**src/rtl/two_opt_eval_pkg.sv**
```systemverilog
// Shared types and widths for the 2-opt move evaluator: move record, command codes,
// datapath widths and the exp-table index saturation helper.
package two_opt_eval_pkg;

  localparam int CITY_NUM   = 30;
  localparam int CITY_W     = $clog2(CITY_NUM + 2);
  localparam int DIST_W     = 16;
  localparam int DELTA_W    = DIST_W + 2;
  localparam int BETA_W     = 16;
  localparam int BETA_SHIFT = 8;
  localparam int EXP_AW     = 10;
  localparam int RAND_W     = 32;
  localparam int BASE_W     = 8;
  localparam int PROD_W     = DELTA_W - 1 + BETA_W;

  typedef enum logic [1:0] {
    COM_NOP = 2'd0,
    COM_TWO = 2'd1,
    COM_THR = 2'd2
  } com_t;

  typedef struct packed {
    com_t               com;
    logic [BASE_W-1:0]  base_id;
    logic [CITY_W-1:0]  k;
    logic [CITY_W-1:0]  l;
    logic [RAND_W-1:0]  r_metropolis;
    logic [RAND_W-1:0]  r_exchange;
  } opt_t;

  // Scaled delta*beta clipped to the last exp-table entry.
  function automatic logic [EXP_AW-1:0] sat_exp_idx(input logic [PROD_W-1:0] v);
    return (|v[PROD_W-1:EXP_AW]) ? {EXP_AW{1'b1}} : v[EXP_AW-1:0];
  endfunction

endpackage

```
**src/rtl/two_opt_eval_if.sv**
```systemverilog
// Move-in / result-out bundle of the 2-opt evaluator plus its FSM state for observation.
// opt_valid is a one-cycle pulse taken only while busy=0; res_valid is a one-cycle pulse, no back-pressure.
interface two_opt_eval_if import two_opt_eval_pkg::*; ();

  logic                       opt_valid;
  opt_t                       opt;
  logic [BETA_W-1:0]          beta;
  logic                       busy;
  logic                       res_valid;
  opt_t                       res_opt;
  logic                       accept;
  logic signed [DELTA_W-1:0]  delta;
  logic [2:0]                 state_dbg;

  modport master (
    output opt_valid, opt, beta,
    input  busy, res_valid, res_opt, accept, delta, state_dbg
  );

  modport slave (
    input  opt_valid, opt, beta,
    output busy, res_valid, res_opt, accept, delta, state_dbg
  );

endinterface

```
**src/rtl/two_opt_eval_metropolis_cmp.sv**
```systemverilog
// Two-cycle Metropolis test: first cycle drives the exp-table address from delta*beta,
// second cycle compares the random draw against the returned threshold.
module two_opt_eval_metropolis_cmp import two_opt_eval_pkg::*; (
  input  logic                      clk,
  input  logic                      reset,
  input  logic                      start,
  input  logic                      enable,
  input  logic signed [DELTA_W-1:0] delta,
  input  logic [BETA_W-1:0]         beta,
  input  logic [RAND_W-1:0]         r,
  input  logic [31:0]               exp_data,
  output logic [EXP_AW-1:0]         exp_addr,
  output logic                      accept
);

  logic              nonpos;
  logic              nonpos_q;
  logic              en_q;
  logic [PROD_W-1:0] prod;
  logic [PROD_W-1:0] scaled;

  assign nonpos = delta[DELTA_W-1] || (delta == '0);
  assign prod   = PROD_W'(delta[DELTA_W-2:0]) * PROD_W'(beta);
  assign scaled = prod >> BETA_SHIFT;

  // Downhill moves never consult the table, so the address stays at 0 for them.
  assign exp_addr = (start && enable && !nonpos) ? sat_exp_idx(scaled) : '0;

  always_ff @(posedge clk) begin
    if (reset) begin
      nonpos_q <= 1'b1;
      en_q     <= 1'b0;
    end else if (start) begin
      nonpos_q <= nonpos;
      en_q     <= enable;
    end
  end

  assign accept = en_q && (nonpos_q || (r < exp_data));

endmodule

```
**src/rtl/two_opt_eval.sv**
```systemverilog
// Evaluates one 2-opt move: reads four tour endpoints and four edge lengths, forms the
// tour-length delta and applies the Metropolis test; fixed 14-cycle latency, one move in flight.
module two_opt_eval import two_opt_eval_pkg::*; (
  input  logic                  clk,
  input  logic                  reset,
  two_opt_eval_if.slave         mv,
  output logic [CITY_W-1:0]     ord_addr,
  input  logic [CITY_W-1:0]     ord_data,
  output logic [2*CITY_W-1:0]   dist_addr,
  input  logic [DIST_W-1:0]     dist_data,
  output logic [EXP_AW-1:0]     exp_addr,
  input  logic [31:0]           exp_data
);

  // The *_WAIT states absorb the one-cycle read latency of the last request of each burst.
  typedef enum logic [2:0] {
    S_IDLE, S_ORD, S_ORD_WAIT, S_DIST, S_DIST_WAIT, S_CALC, S_EXP, S_DONE
  } eval_state_t;

  eval_state_t               state, state_nxt;
  logic [1:0]                step;
  opt_t                      opt_q, res_opt_q;
  logic [BETA_W-1:0]         beta_q;
  logic [CITY_W-1:0]         city_q [4];
  logic [DIST_W-1:0]         dist_q [4];
  logic                      cap_ord, cap_dist;
  logic [1:0]                cap_idx;
  logic signed [DELTA_W-1:0] delta_sum, delta_q, delta_out;
  logic                      accept_q, cmp_accept, is_two, cmp_start;

  assign is_two    = (opt_q.com == COM_TWO);
  assign cmp_start = (state == S_EXP) && (step == 2'd0);

  always_ff @(posedge clk) begin
    if (reset) begin
      state <= S_IDLE;
      step  <= '0;
    end else begin
      state <= state_nxt;
      step  <= (state_nxt != state) ? 2'd0 : step + 2'd1;
    end
  end

  always_comb begin
    state_nxt = state;
    unique case (state)
      S_IDLE:      if (mv.opt_valid) state_nxt = S_ORD;
      S_ORD:       if (step == 2'd3) state_nxt = S_ORD_WAIT;
      S_ORD_WAIT:  state_nxt = S_DIST;
      S_DIST:      if (step == 2'd3) state_nxt = S_DIST_WAIT;
      S_DIST_WAIT: state_nxt = S_CALC;
      S_CALC:      state_nxt = S_EXP;
      S_EXP:       if (step == 2'd1) state_nxt = S_DONE;
      S_DONE:      state_nxt = S_IDLE;
      default:     state_nxt = S_IDLE;
    endcase
  end

  // a,b,c,d = tour[K-1], tour[K], tour[L], tour[L+1]; edges (a,c),(b,d),(a,b),(c,d).
  always_comb begin
    ord_addr     = '0;
    dist_addr    = '0;
    mv.busy      = (state != S_IDLE);
    mv.res_valid = (state == S_DONE);
    mv.state_dbg = state;
    if (is_two && state == S_ORD) begin
      unique case (step)
        2'd0: ord_addr = opt_q.k - CITY_W'(1);
        2'd1: ord_addr = opt_q.k;
        2'd2: ord_addr = opt_q.l;
        2'd3: ord_addr = opt_q.l + CITY_W'(1);
      endcase
    end
    if (is_two && state == S_DIST) begin
      unique case (step)
        2'd0: dist_addr = {city_q[0], city_q[2]};
        2'd1: dist_addr = {city_q[1], city_q[3]};
        2'd2: dist_addr = {city_q[0], city_q[1]};
        2'd3: dist_addr = {city_q[2], city_q[3]};
      endcase
    end
  end

  assign delta_sum = $signed({2'b00, dist_q[0]}) + $signed({2'b00, dist_q[1]})
                   - $signed({2'b00, dist_q[2]}) - $signed({2'b00, dist_q[3]});

  always_ff @(posedge clk) begin
    if (reset) begin
      cap_ord   <= 1'b0;
      cap_dist  <= 1'b0;
      cap_idx   <= '0;
      opt_q     <= '0;
      beta_q    <= '0;
      delta_q   <= '0;
      delta_out <= '0;
      accept_q  <= 1'b0;
      res_opt_q <= '0;
    end else begin
      cap_ord  <= (state == S_ORD);
      cap_dist <= (state == S_DIST);
      cap_idx  <= step;
      if (state == S_IDLE && mv.opt_valid) begin
        opt_q  <= mv.opt;
        beta_q <= mv.beta;
      end
      if (cap_ord)  city_q[cap_idx] <= ord_data;
      if (cap_dist) dist_q[cap_idx] <= dist_data;
      if (state == S_CALC) delta_q <= is_two ? delta_sum : '0;
      // Result registers change only here, so they hold until the next result.
      if (state == S_EXP && step == 2'd1) begin
        accept_q  <= cmp_accept;
        delta_out <= delta_q;
        res_opt_q <= opt_q;
      end
    end
  end

  two_opt_eval_metropolis_cmp u_cmp (
    .clk      (clk),
    .reset    (reset),
    .start    (cmp_start),
    .enable   (is_two),
    .delta    (delta_q),
    .beta     (beta_q),
    .r        (opt_q.r_metropolis),
    .exp_data (exp_data),
    .exp_addr (exp_addr),
    .accept   (cmp_accept)
  );

  assign mv.accept  = accept_q;
  assign mv.delta   = delta_out;
  assign mv.res_opt = res_opt_q;

endmodule

```
**src/flat_wrapper.sv**
```systemverilog
// flat-port wrapper written by rule: the top's interface ports become plain ports
module two_opt_eval_flat import two_opt_eval_pkg::*;
  (clk, reset, ord_addr, ord_data, dist_addr, dist_data, exp_addr, exp_data, mv_opt_valid, mv_opt, mv_beta, mv_busy, mv_res_valid, mv_res_opt, mv_accept, mv_delta, mv_state_dbg);
  two_opt_eval_if mv_i ();
  input  logic clk;
  input  logic reset;
  output logic [CITY_W-1:0] ord_addr;
  input  logic [CITY_W-1:0] ord_data;
  output logic [2*CITY_W-1:0] dist_addr;
  input  logic [DIST_W-1:0] dist_data;
  output logic [EXP_AW-1:0] exp_addr;
  input  logic [31:0] exp_data;
  input wire logic [$bits(mv_i.opt_valid)-1:0] mv_opt_valid;
  input wire logic [$bits(mv_i.opt)-1:0] mv_opt;
  input wire logic [$bits(mv_i.beta)-1:0] mv_beta;
  output wire logic [$bits(mv_i.busy)-1:0] mv_busy;
  output wire logic [$bits(mv_i.res_valid)-1:0] mv_res_valid;
  output wire logic [$bits(mv_i.res_opt)-1:0] mv_res_opt;
  output wire logic [$bits(mv_i.accept)-1:0] mv_accept;
  output wire logic [$bits(mv_i.delta)-1:0] mv_delta;
  output wire logic [$bits(mv_i.state_dbg)-1:0] mv_state_dbg;
  assign mv_i.opt_valid = mv_opt_valid;
  assign mv_i.opt = mv_opt;
  assign mv_i.beta = mv_beta;
  assign mv_busy = mv_i.busy;
  assign mv_res_valid = mv_i.res_valid;
  assign mv_res_opt = mv_i.res_opt;
  assign mv_accept = mv_i.accept;
  assign mv_delta = mv_i.delta;
  assign mv_state_dbg = mv_i.state_dbg;
  two_opt_eval u_core (.clk(clk), .reset(reset), .mv(mv_i), .ord_addr(ord_addr), .ord_data(ord_data), .dist_addr(dist_addr), .dist_data(dist_data), .exp_addr(exp_addr), .exp_data(exp_data));
endmodule
```
**config.mk**
```make
export PLATFORM = sky130hd
export DESIGN_NAME = two_opt_eval_flat
export DESIGN_NICKNAME = d
export VERILOG_FILES = /design/src/rtl/two_opt_eval_pkg.sv /design/src/rtl/two_opt_eval_if.sv /design/src/rtl/two_opt_eval_metropolis_cmp.sv /design/src/rtl/two_opt_eval.sv /design/src/flat_wrapper.sv
export SDC_FILE = /design/constraint.sdc
export NUM_CORES = 1
export LEC_CHECK = 0
export BUFFER_PORTS_ARGS = -buffer_cell sky130_fd_sc_hd__buf_2
export CAP_MARGIN = 10
export CORE_UTILIZATION = 60
export CTS_CLUSTER_SIZE = 40
export DETAILED_ROUTE_END_ITERATION = 8
export GPL_TIMING_DRIVEN = 0
export PLACE_DENSITY = 0.82
export SLEW_MARGIN = 10
export SYNTH_ARGS = -nofsm -noshare
export SYNTH_HDL_FRONTEND = slang
export SYNTH_SLANG_ARGS = --single-unit
```
**constraint.sdc**
```tcl
create_clock -name clk -period 10.3 [get_ports clk]
set_input_delay 1.545 -clock clk [delete_from_list [all_inputs] [get_ports clk]]
set_output_delay 1.545 -clock clk [all_outputs]
set_load 0.01 [all_outputs]
```
==> impl_results.md <==
* Clock buffer depth at 3
* Multi-input combinational cell area at 14080 sq um
* Max Fclk at 0.1006 GHz
* Max FO, Critical Path at 10
* First-pass GRT wire length at 100000 microns
* Synth Register Bits at 316
* IO Port Bufs at 288
* Final ANT Viol Nets at 0
* Final period utilization at 0.9648
* Root Buffer: clkbuf_16
* GRT Util Overall at 0.3287
* Synth Area in Adders at 0.2893
* Post-CTS Setup Inserts at 0
* H-tree levels at 2
* Worst VDD drop at 138.7 uV
* Met1 usage at 0.3856
* Synth Area in Compound Gates at 0.1136
* Post-synth ARST share at 0
* Share of cells above drive strength 1 at 0.1274
* Die width at 197.7 microns
* RSZ-0062 raised after global routing: false
* Critical Path Sink Type: primary output
* # setup viols final at 0
* Relative slew margins at 0.2004
* GPL Wtd Cong at 0.9439
* Synth Warn # at 0
* Die height at 197.7 microns
* CTS tree: built
* CTS buffer count at 34
* Max-cap violations at 0
* Hold buffer count at cts at 0
* GRT met3 Usage at 0.09079
* PostCTS Resize Cnt at 0
* TritonRoute pass-1 iters at 6
* 1st-iter DRT viols at 1284
* GRT busiest layer: met2
* Detailed Place HPWL at 50470 microns
* Mux contribution to synthesized area at 0.001361
* Total global routing overflow at 0
* Pwr Density at 105.7 nW/um^2
* Largest family of logic cells by synthesized area: adder cells
* Kind of critical path: reg2out
* Syn nets at 3180
* Clk Latency, worst-skew pair at 560 ps
* CTS sink cnt at 316
* Ys flop type: dfxtp_1
* Max Slew Vio Count at 0
* Routed WL at 63670 microns
* Area Growth Syn to Fin at 14.24%
* Fraction of the mapped netlist area in simple logic gates at 0.1909
* Least-Margin Pin Slew at 1199 ps
* Synthesized instance count at 2627
* Clock skew at 27.43 ps
* Vias at 19753
* CP required at 8760 ps
* Initial antenna violation count at 7
* Syn avg cell area at 8.748 sq um
* Post-synthesis sequential area ratio at 0.3119
* Via count of the first global-routing pass at 20040
* Met2 usage at 0.5391
* Synth Area in XOR/XNOR at 0.01677
* Starting density of the core at 0.6101
* Number of remaining DRC errors at 0
* EDFF count, synth at 84
* FILL cells at 2892
* Clock transition at path regs at 60 ps
* Outcome: finished, final reports clean
* Type of the tightest min-delay check: reg2reg
* Worst hold stages at 2
* Util after Layout at 0.6970
* Final #Nets at 3503
* Crit path DAT at 8390 ps
* Die ar. at 39090 sq um
* Final hold violation count at 0
* Min Clock Period, post-route at 9937 ps
* Setup_tns at 0 ps
* Synth cell types at 71
* Ports at 289
* Syn Std Cell Area at 22980 sq um
* Core area at 37670 sq um
* Via density at 5.650
* Wire length per cell at 18.21 microns
* FF+latch area at 7167 sq um
* Largest net degree at the start of global routing at 17
* CP Launch Type: flop
* Num rows at 71
* Leakage at 0.01163 uW
* FF-to-FF path depth at 18
-- where the power goes --
group	switching, uW	total (uW)	internal [uW]
Sequential	29.6	1330	1300
Combinational	122	190	67.6
Clock	522	1260	733
-- cells in the mapped netlist, types with 26 or more instances --
| master | count | area share |
|---|---|---|
| nand2_1 | 558 | 0.091 |
| a21oi_1 | 283 | 0.062 |
| nor2_1 | 76 | 0.012 |
| dfxtp_1 | 232 | 0.20 |
| fa_1 | 224 | 0.20 |
| o21ai_0 | 34 | 0.0074 |
| edfxtp_1 | 84 | 0.11 |
| ha_1 | 173 | 0.094 |
| inv_1 | 333 | 0.054 |
| a21o_1 | 26 | 0.0085 |
| nand3_1 | 31 | 0.0068 |
| and2_1 | 173 | 0.047 |
| clkbuf_1 | 128 | 0.021 |
-- layer usage --
layer,vias up,routed length (microns)
li1,9118,-
met1,9509,23690
met2,871,30220
met3,253,5968
met4,2,3776
met5,-,12
-- path summary, 6_finish.rpt --
check / from / endpoint / slack, ps
min reg2reg: u_core.opt_q[11]$_SDFFE_PP0P_ / u_core.mv.res_opt[11]$_SDFFE_PP0P_ / 450
min: u_core.opt_q[11]$_SDFFE_PP0P_ / u_core.mv.res_opt[11]$_SDFFE_PP0P_ / 450
max: u_core.delta_q[8]$_SDFFE_PP0N_ / exp_addr[8] / 360
max reg2reg: u_core.dist_q[1][0]$_DFFE_PP_ / u_core.delta_q[17]$_SDFFE_PP0N_ / 5520
-- cell type report --
| cell class | instances | share of cell area |
|---|---|---|
| Multi-Input combinational cell | 1846 | 0.5365 |
| Sequential cell | 316 | 0.2730 |
| Timing Repair Buffer | 289 | 0.05519 |
| Inverter | 333 | 0.04761 |
| Clock buffer | 42 | 0.03589 |
| Tap cell | 511 | 0.02435 |
| Buffer | 130 | 0.01892 |
| Clock inverter | 19 | 0.007578 |
| Antenna cell | 10 | 0.0009532 |
-- state kept, by name, summed over array words and instances (netlist names), 2 cells and up --
signal / flops
u_core.cap_idx: 2
u_core.mv.res_opt: 84
u_core.opt_q: 84
u_core.beta_q: 16
u_core.delta_q: 18
u_core.mv.state_dbg: 3
u_core.step: 2
u_core.city_q: 20
u_core.dist_q: 64
u_core.mv.delta: 18
-- cells in the final DEF, fill, tap and decap left out, drive strengths merged, types with 5 or more instances in the layout --
cell type / n
nand2b: 17
inv: 337
and3: 7
xnor2: 25
nor4: 10
nand2: 558
a211oi: 7
edfxtp: 84
and2: 174
nand3: 32
diode: 10
o21ai: 36
buf: 293
nor3: 25
o21a: 5
a21oi: 285
a31oi: 17
nor3b: 5
o21bai: 6
nor2b: 13
a21o: 27
fa: 224
or2: 7
xor2: 19
a2111oi: 5
nor2: 76
clkinv: 9
or3: 7
clkbuf: 168
a22oi: 23
o211ai: 5
dfxtp: 232
nand4: 14
ha: 173
-- cells by family after synthesis --
logic type	count (synthesis)
buffers and inverters	465
adder cells (fa/ha/maj)	397
XOR/XNOR	44
flip-flops	316
AND/OR/NAND/NOR	958
AO/OA/AOI/OAI	444
multiplexers	3
-- worst max-delay path: stages (launching register included) --
cell and delay (ps):
dfxtp_1 310, clkbuf_1 450, clkbuf_1 580, nand2_1 160, fa_1 520, inv_1 50, fa_1 500, fa_1 570
fa_1 450, fa_1 550, inv_1 60, fa_1 530, inv_1 40, ha_1 380, nand4_1 210, nor2_1 190
inv_1 50, a211oi_1 440, o21ai_0 210, a2111oi_2 370, o2111ai_1 250, nor4_4 550, a31oi_1 200, buf_2 190
-- per-stage QoR --
stage	worst slack [ps]	power [uW]	std cells	instance area, sq um	hold WS [ps]
floorplan	2346	1448	2627	22980	432.1
global placement	975.4	1528	3426	25060	437.6
detailed placement	771.7	1538	3427	25080	445.0
CTS	164.5	2776	3488	26220	453.1
global route	5.687	2845	3489	26240	463.0
finish	362.7	2774	3496	26250	451.7
Power figures use the tool's default switching activity.
